`config.mk`:
```
export PLATFORM = sky130hd
export DESIGN_NAME = instr_fetch_unit
export DESIGN_NICKNAME = d
export VERILOG_FILES = /design/src/rtl/instr_fetch_unit_pkg.sv /design/src/rtl/instr_fetch_unit_pc_reg.sv /design/src/rtl/instr_fetch_unit.sv
export SDC_FILE = /design/constraint.sdc
export NUM_CORES = 1
export LEC_CHECK = 0
export CORE_MARGIN = 2
export CORE_UTILIZATION = 44
export CTS_CLUSTER_SIZE = 14
export DETAILED_ROUTE_END_ITERATION = 10
export PLACE_DENSITY = 0.84
export SETUP_SLACK_MARGIN = 0.4
export SYNTH_ARGS = -nofsm -noshare
export SYNTH_HDL_FRONTEND = slang
export SYNTH_SLANG_ARGS = --single-unit
```
`constraint.sdc`:
```
create_clock -name clk -period 2.7 [get_ports clk]
set_input_delay 0.27 -clock clk [delete_from_list [all_inputs] [get_ports clk]]
set_output_delay 0.27 -clock clk [all_outputs]
set_load 0.005 [all_outputs]
```
`src/rtl/instr_fetch_unit_pkg.sv`:
```
// Shared definitions for the miniRISC fetch stage.
//   DEFAULT_RESET_PC        : boot address used when the top is not overridden
//   OPCODE_/FUNC_/IMM_ MSB/LSB : instruction field bit positions
//   fetch_state_t           : fetch FSM state encoding
package instr_fetch_unit_pkg;

    localparam logic [31:0] DEFAULT_RESET_PC = 32'h0000_0000;

    localparam int OPCODE_MSB = 31;
    localparam int OPCODE_LSB = 26;
    localparam int FUNC_MSB   = 4;
    localparam int FUNC_LSB   = 0;
    localparam int IMM_MSB    = 15;
    localparam int IMM_LSB    = 0;

    typedef enum logic [1:0] {
        ST_IDLE   = 2'd0,
        ST_FETCH  = 2'd1,
        ST_HOLD   = 2'd2,
        ST_HALTED = 2'd3
    } fetch_state_t;

endpackage

```
`src/rtl/instr_fetch_unit_pc_reg.sv`:
```
// Program counter register with its +4 incrementer.
//   clk, rst_n  : clock, asynchronous active-low reset (loads RESET_PC)
//   i_load      : load i_next_pc this cycle
//   i_next_pc   : next PC value (caller guarantees word alignment)
//   o_pc        : current PC
//   o_pc_plus4  : o_pc + 4, wrapping modulo 2^ADDR_W
module instr_fetch_unit_pc_reg #(
    parameter int                ADDR_W   = 32,
    parameter logic [ADDR_W-1:0] RESET_PC = '0
) (
    input  logic              clk,
    input  logic              rst_n,
    input  logic              i_load,
    input  logic [ADDR_W-1:0] i_next_pc,
    output logic [ADDR_W-1:0] o_pc,
    output logic [ADDR_W-1:0] o_pc_plus4
);

    logic [ADDR_W-1:0] r_pc;

    always_ff @(posedge clk or negedge rst_n) begin
        if (!rst_n) begin
            r_pc <= RESET_PC;
        end else if (i_load) begin
            r_pc <= i_next_pc;
        end
    end

    assign o_pc       = r_pc;
    assign o_pc_plus4 = r_pc + ADDR_W'(4);

endmodule

```
`src/rtl/instr_fetch_unit.sv`:
```
// miniRISC fetch stage: owns the PC, reads instruction memory over a
// req/ack handshake, latches the word and exposes its decode fields.
//   clk, rst_n                 : clock, asynchronous active-low reset
//   imem_req/imem_addr         : read request and word address (= pc)
//   imem_ack/imem_rdata        : memory response
//   stall                      : hold the current instruction
//   branch_taken/branch_target : redirect taken when the held instruction retires
//   halt                       : stop after the current instruction
//   instr_valid/instr/pc/pc_plus4 : held instruction and its address
//   opcode/func/imm16          : raw fields of instr
//   halted                     : unit has stopped; only reset restarts it
module instr_fetch_unit
    import instr_fetch_unit_pkg::*;
#(
    parameter int                ADDR_W   = 32,
    parameter logic [ADDR_W-1:0] RESET_PC = ADDR_W'(DEFAULT_RESET_PC),
    parameter int                INSTR_W  = 32
) (
    input  logic               clk,
    input  logic               rst_n,
    output logic               imem_req,
    output logic [ADDR_W-1:0]  imem_addr,
    input  logic               imem_ack,
    input  logic [INSTR_W-1:0] imem_rdata,
    input  logic               stall,
    input  logic               branch_taken,
    input  logic [ADDR_W-1:0]  branch_target,
    input  logic               halt,
    output logic               instr_valid,
    output logic [INSTR_W-1:0] instr,
    output logic [ADDR_W-1:0]  pc,
    output logic [ADDR_W-1:0]  pc_plus4,
    output logic [5:0]         opcode,
    output logic [4:0]         func,
    output logic [15:0]        imm16,
    output logic               halted
);

    // Low address bits are cleared so a misconfigured boot address still
    // produces word-aligned fetches.
    localparam logic [ADDR_W-1:0] RESET_PC_ALIGNED = RESET_PC & ~ADDR_W'(3);

    fetch_state_t       r_state;
    logic               r_req;
    logic               r_valid;
    logic               r_halted;
    logic [INSTR_W-1:0] r_instr;

    logic               w_pc_load;
    logic [ADDR_W-1:0]  w_next_pc;
    logic [ADDR_W-1:0]  w_pc;
    logic [ADDR_W-1:0]  w_pc_plus4;

    instr_fetch_unit_pc_reg #(
        .ADDR_W   (ADDR_W),
        .RESET_PC (RESET_PC_ALIGNED)
    ) u_pc_reg (
        .clk        (clk),
        .rst_n      (rst_n),
        .i_load     (w_pc_load),
        .i_next_pc  (w_next_pc),
        .o_pc       (w_pc),
        .o_pc_plus4 (w_pc_plus4)
    );

    // The PC only moves when the held instruction retires without halting;
    // stall outranks halt, and halt outranks a redirect.
    always_comb begin
        w_pc_load = 1'b0;
        w_next_pc = w_pc_plus4;
        if (r_state == ST_HOLD && !stall && !halt) begin
            w_pc_load = 1'b1;
            if (branch_taken) begin
                w_next_pc = branch_target & ~ADDR_W'(3);
            end
        end
    end

    always_ff @(posedge clk or negedge rst_n) begin
        if (!rst_n) begin
            r_state  <= ST_IDLE;
            r_req    <= 1'b0;
            r_valid  <= 1'b0;
            r_halted <= 1'b0;
            r_instr  <= '0;
        end else begin
            case (r_state)
                ST_IDLE: begin
                    // Any ack seen here belongs to a request abandoned by reset.
                    r_state <= ST_FETCH;
                    r_req   <= 1'b1;
                end
                ST_FETCH: begin
                    if (imem_ack) begin
                        r_instr <= imem_rdata;
                        r_valid <= 1'b1;
                        r_req   <= 1'b0;
                        r_state <= ST_HOLD;
                    end
                end
                ST_HOLD: begin
                    if (!stall) begin
                        r_valid <= 1'b0;
                        if (halt) begin
                            r_halted <= 1'b1;
                            r_state  <= ST_HALTED;
                        end else begin
                            r_req   <= 1'b1;
                            r_state <= ST_FETCH;
                        end
                    end
                end
                ST_HALTED: begin
                    r_state <= ST_HALTED;
                end
                default: begin
                    r_state <= ST_IDLE;
                    r_req   <= 1'b0;
                    r_valid <= 1'b0;
                end
            endcase
        end
    end

    assign imem_req    = r_req;
    assign imem_addr   = w_pc;
    assign instr_valid = r_valid;
    assign instr       = r_instr;
    assign pc          = w_pc;
    assign pc_plus4    = w_pc_plus4;
    assign halted      = r_halted;
    assign opcode      = r_instr[OPCODE_MSB:OPCODE_LSB];
    assign func        = r_instr[FUNC_MSB:FUNC_LSB];
    assign imm16       = r_instr[IMM_MSB:IMM_LSB];

endmodule
```
==> flow_metrics.py <==
metrics = {
    "cells_and_area": {
        "fin_nets": 776,
        "layout-drive-gt1-share_pct": 31.5,
        "mostFrequentLayoutCells": "191 x clkdlybuf4s50_1, 77 x buf_4, 55 x dfrtp_1",
        "area_growth_pct": 69.3,
        "layout.cells.non_filler": 843,
        "final_common_cell": "clkdlybuf4s50_1",
        "insertedDiodeCount": 0,
    },
    "yosys": {
        "ys_seq_area_share_pct": 38.1,
        "synth_flop_cell": "dfrtp_1",
        "async_flop_share_pct": 100,
        "yosys_warnings": 0,
        "yosys.area.top_type": "dfrtp_1",
        "syn_area_per_cell_sq_um": 9.55,
        "ys_types": 57,
        "synthCells": 461,
        "synth_top_area_share_pct": 38.1,
        "ys_ff_latch": 67,
        "netlist_area_sq_um": 4400,
        "synthTopCellsByArea": "dfrtp_1 38%, buf_4 11%, mux2_2 8.2%",
        "synth_edf_count": 0,
    },
    "placed_design": {
        "io_buffers": 219,
        "gp_congestion": 0.816,
        "pre_cts_ws_ps": 200,
        "place.detailed.instances": 749,
        "dpl.hpwl_um": 10200,
    },
    "global_routing": {
        "grt_pass1_wl_um": 24400,
        "grt_max_degree": 68,
        "overflow": 0,
        "antenna_found_initial": 0,
        "first_global_vias": 4646,
        "track_usage_pct": 28.0,
    },
    "setup_path": {
        "crit_path_start_kind": "register",
        "path_common_cell": "buf_4",
        "critical_path_class": "register to register",
        "cp.required_ps": 2930,
        "path_buf_inv": 7,
        "crit_path_end_kind": "register",
        "worst_path_max_delay_cell": "dfrtp_1",
        "max_stage_delay_ps": 440,
        "cp_top_family": "buffers and inverters",
        "arrival_ps": 2780,
        "worstPathMaxFanout": 4,
        "cp_cell_sequence": "ha_4, nand3_2, buf_6, nor4_4, nand2_2, buf_4, buf_4, buf_4, buf_4, buf_4, buf_4, a311o_1",
    },
    "flow_run": {
        "drv_cap": 0,
    },
    "clock_network": {
        "h-tree-depth": 3,
        "clkLatencyLatePin_ps": 340,
        "tritoncts": "built",
        "cts_buffer_depth": 2,
        "cts.sinks": 67,
        "cts_root_buf": "clkbuf_8",
        "clk_pin_slew_ps": 80,
        "cts_buffers": 9,
    },
    "pwr": {
        "combPwrFrac_pct": 45.7,
        "p_seq_share_pct": 33.0,
        "p_int_w": 0.00319,
        "finalPower_w": 0.00454,
        "pwr-share-clk_pct": 21.3,
        "power.leakage_nw": 3.25,
        "powerDensity_nw_per_um2": 609,
        "swShare_pct": 29.8,
        "peakVddDrop_uv": 333,
        "switching_power_w": 0.00135,
    },
    "detailed_routing": {
        "drtPass1Iterations": 7,
        "wirelength_um": 16500,
        "drt_first_iter_violations": 397,
        "drt-wirelength-per-cell_um": 19.6,
        "num_vias": 4780,
        "ant_nets": 0,
        "vias_per_cell": 5.67,
        "drc_errors": 0,
    },
    "timing": {
        "fin_tns_setup_ps": 0,
        "rsz0062_at_grt": "yes",
        "layout_worst_path_cycle_share_pct": 94.6,
        "finalHoldViolCount": 0,
        "fin_crit_ps": 2550,
        "setup_violations": 0,
        "drv_slew": 0,
        "relSlewSlack_pct": 40.8,
        "fmax_mhz": 392,
        "setup_slack_ps": 147,
        "tightest_slew_ps": 888,
        "skew_ps": 15.4,
    },
    "status": {
        "outcome": "completed",
    },
    "hold_path": {
        "hold_class": "input pin to asynchronous set/reset pin",
    },
    "die": {
        "io-pin-count": 228,
        "row_count": 36,
        "core-area_sq_um": 9730,
        "die_x_um": 104,
        "die_area_sq_um": 10800,
        "die_h_um": 104,
        "initial_core_util_pct": 45.2,
    },
}
## registers in the layout, indices dropped and copies added (netlist names)
signal	cells
instr	32
halted	1
instr_valid	1
r_state	2
u_pc_reg.o_pc	30
imem_req	1
## path summary, 6_finish.rpt
check                                     to             start  cells past startpoint  slack, ps
max                        u_pc_reg.o_pc[16]  u_pc_reg.o_pc[2]                     12        150
min                        u_pc_reg.o_pc[12]             rst_n                      1         20
max reg2reg                u_pc_reg.o_pc[16]  u_pc_reg.o_pc[2]                     12        150
min reg2reg                           halted            halted                      1        480
max in group asynchronous   u_pc_reg.o_pc[8]             rst_n                      1       2020
min in group clk                      halted            halted                      1        480
## worst register-to-register path: stages (launching register included)
cell     delay (ps)
dfrtp_1         440
ha_4            190
nand3_2         100
buf_6           150
nor4_4          350
nand2_2         120
buf_4           150
buf_4           120
buf_4           120
buf_4           120
buf_4           120
buf_4           120
a311o_1         340
## final cells by class
type | instances | area [sq um]
Tap cell | 133 | 166
Fill cell | 646 | 2280
Sequential cell | 67 | 1690
Clock buffer | 10 | 138
Inverter | 17 | 63.8
Timing Repair Buffer | 321 | 3000
Clock inverter | 6 | 88.8
Multi-Input combinational cell | 289 | 2310
## power groups by stage
| stage | combinational (W) | clock, W | sequential, W |
|---|---|---|---|
| after floorplan | 0.000747 | 0 | 0.00151 |
| after global placement | 0.00180 | 0 | 0.00149 |
| after detailed placement | 0.00185 | 0 | 0.00152 |
| after CTS | 0.00197 | 0.000964 | 0.00150 |
| after global routing | 0.00218 | 0.00102 | 0.00153 |
| final | 0.00208 | 0.000967 | 0.00150 |
## layer usage
metal / vias to the layer above / share of wire [%] / global-route usage [%]
met4: 0 / 4.3 / 13.1
met3: 69 / 8.3 / 6.58
li1: 2087 / - / -
met5: - / 0 / 0
met2: 307 / 50 / 48.3
met1: 2317 / 38 / 32.8
## cell usage after synthesis (3+ instances only)
library cell and instances:
a211o_1 4, and4_1 4, o2bb2ai_1 5, buf_6 3
nor2_1 22, nand4_1 12, inv_1 16, buf_4 67
dfrtp_1 67, nand3_1 25, mux2_2 32, a21oi_1 13
nor4_2 3, xnor2_1 19, buf_2 8, xor2_1 8
a31oi_1 12, o211ai_1 6, o21ai_0 16, nor3_1 18
a22oi_1 5, nand2_1 17, and3_1 12, a311o_1 4
clkbuf_1 15, or3_1 4, nor4_1 4
## per-stage QoR
stage                     instance area, sq um  util (%)  hold WS, ps
after floorplan                           4420         -        -25.6
after detailed placement                  6350      65.2          450
after global placement                    6350      65.2          439
after CTS                                 7140      73.4         79.8
final                                     7450      76.6         18.2
after global routing                      7450      76.6         96.8
## cells by family (layout without fill, tap and decap cells)
kind of cell	Yosys count	count (layout)	synth area share, %
DFF	67	67	38.1
muxes	34	34	8.64
buffers and inverters	110	354	15.8
and+or+nand+nor	139	139	18.7
xor gates and xnor gates	27	27	5.37
adders and majority gates	1	1	0.284
other	1	6	0.0852
AOI/OAI and AO/OA	82	82	13.0
## what timing repair did
| action | 4_1_cts | 5_1_grt |
|---|---|---|
| hold buffers | 0 | 0 |
| pin swaps | 25 | 20 |
| buffers inserted | 53 | 24 |
| endpoints found under the hold margin | 0 | 0 |
| gates cloned | 1 | 0 |
| endpoints found under the setup margin | 26 | 22 |
| resized for setup | 94 | 66 |
Note: power is estimated with default switching activity, not from simulation.
==> edit: new RTL, same flow settings <==
Register the input `branch_target` before use, with the module's reset. The logic sees it one clock later. The other inputs are not delayed to match.
--- a/src/rtl/instr_fetch_unit.sv
+++ b/src/rtl/instr_fetch_unit.sv
@@ -40,6 +40,16 @@
     // produces word-aligned fetches.
     localparam logic [ADDR_W-1:0] RESET_PC_ALIGNED = RESET_PC & ~ADDR_W'(3);
 
+    logic [ADDR_W-1:0] branch_target_q;
+
+    always_ff @(posedge clk or negedge rst_n) begin
+        if (!rst_n) begin
+            branch_target_q <= '0;
+        end else begin
+            branch_target_q <= branch_target;
+        end
+    end
+
     fetch_state_t       r_state;
     logic               r_req;
     logic               r_valid;
@@ -71,7 +81,7 @@
         if (r_state == ST_HOLD && !stall && !halt) begin
             w_pc_load = 1'b1;
             if (branch_taken) begin
-                w_next_pc = branch_target & ~ADDR_W'(3);
+                w_next_pc = branch_target_q & ~ADDR_W'(3);
             end
         end
     end
Function: changed (Yosys sat finds a counterexample within 4 cycles, from zero or initial values and one cycle with rst_n low).
==> edit against the original RTL <==
- wire length up 0.63%
- synthesized area rose by 13%
- setup slack worse by 0.011 ns
- design area grew 8.1%
- sequential cell count is 30 higher
- worst hold slack improved by 0.33 ns
- sequential share of layout area rose by 7.5 points
Power is not compared: it rests on default switching activity, and its combinational part moved more than twofold at a synthesized area within 25%.
==> edit: results (changes against the original RTL) <==
| Metric | Value |
|---|---|
| Wire length per cell | 19.4 um (-0.67%) |
| Yosys cell types | 50 (-12%) |
| CTS buffer count | 9 (unchanged) |
| Synth top area cells | dfrtp_1 (49%), buf_4 (9.5%), mux2_2 (7.2%) |
| Top cells by count, synth | dfrtp_1 (97), buf_4 (63), mux2_2 (32) |
| Routing usage on met2 | 42.5% (-5.9 points) |
| Post-layout nets | 780 (+0.52%) |
| GRT Total Usage | 24.9% (-3.0 points) |
| GPL Wtd Cong | 0.864 (+5.8%) |
| Multi-input logic area | 2250 sq um (-2.3%) |
| Quantity of gates resized following cts | 68 (-28%) |
| Fraction of cell area in non-clock buffers | 35.0% (-5.3 points) |
| Placed cell areas | 7050 sq um (+11%) |
| Outcome | completed |
| Crit path largest cell delay | 0.49 ns (+0.05 ns) |
| Routed vias/inst | 5.62 (-0.88%) |
| FF+latch count | 97 (+45%) |
| Vias | 4800 (+0.42%) |
| Critical Path Source | u_pc_reg.o_pc[12] |
| Avg Cell Area, Syn | 10.4 sq um (+8.8%) |
| Slew headroom | 31.8% (-9.0 points) |
| Register share of the cell area | 30.2% (+7.5 points) |
| 1st-iter DRT viols | 238 (-40%) |
| Bufs w/o clock | 304 (-5.3%) |
| Setup Slack @ Placement | 0.178 ns (-0.0213 ns) |
| Crit path DAT | 2.29 ns (-0.49 ns) |
| M1 GR Usage | 29.0% (-3.8 points) |
| Multi-input gates | 282 (-2.4%) |
| Sequential cell area fraction in the yosys report | 48.7% (+11 points) |
| Vias in the first global route | 4666 (+0.43%) |
| Post-CTS Hold Fix Bufs | 1 (+1) |
| Layout cells sized above 1 | 28.7% (-2.8 points) |
| Clk_skew | 0.0105 ns (-0.00497 ns) |
| Placed Instances | 785 (+4.8%) |
| Critical-path top delay cell | or4_4 |
| Clock Latency Late Sink | 0.36 ns (+0.02 ns) |
| Final-layout fill cell count | 734 (+14%) |
| Met3 Use GR | 9.17% (+2.6 points) |
| Reg-to-Reg Start | r_state[0] |
| Hpwl dp | 10300 um (+1.2%) |
-- edit: cell types whose count changed in the layout (fill, tap and decap cells not counted), sizes merged, moves of 3 or more --
cell | before | now
clkbuf | 11 | 15
nand2 | 17 | 22
nor3 | 20 | 16
a211o | 4 | 1
nor4 | 8 | 4
o311ai | 5 | 11
buf | 119 | 95
dfrtp | 67 | 97
or3 | 4 | 10
o2bb2ai | 5 | 2
nand3 | 26 | 18
a21oi | 13 | 16
nor2 | 22 | 19
a31oi | 12 | 8
-- edit: worst paths after layout --
check / endpoint / slack [ns] / cells past startpoint
hold / removal: branch_target_q[26] / 0.35 / 1
setup reg to reg: u_pc_reg.o_pc[25] / 0.50 / 5
max in group asynchronous: u_pc_reg.o_pc[9] / 1.54 / 3
hold reg to reg: u_pc_reg.o_pc[2] / 0.47 / 2
setup / recovery: pc_plus4[31] / 0.14 / 7
min in group asynchronous: instr[23] / 0.42 / 2
-- edit: cell families (layout without fill, tap and decap cells) --
kind of cell,after synthesis,count (layout),share of synthesized area (%)
DFF,97,97,48.7
xor gates and xnor gates,27,27,4.74
AOI/OAI and AO/OA,83,83,11.2
and+or+nand+nor,130,130,14.3
other,1,6,0.0752
muxes,35,35,7.83
adders and majority gates,1,1,0.251
buffers and inverters,106,335,12.8
-- edit: critical path, delay by kind of cell, from the launching register on --
kind / cells / cell delay, ns
xor+xnor: 1 / 0.14
buf+inv: 3 / 0.43
flops: 1 / 0.39
simple gates: 3 / 0.97
-- edit: report_power, final --
group          internal [mW]  switching (mW)
logic                  0.664           0.348
clock network          0.817           0.578
registers               1.60           0.116
total                   3.08            1.04
-- edit: layer usage --
metal  part of all wire [%]  vias to the layer above
met3                     11                       45
met1                     37                     2358
li1                       -                     2109
met5                      0                        -
met2                     49                      288
met4                    2.6                        0
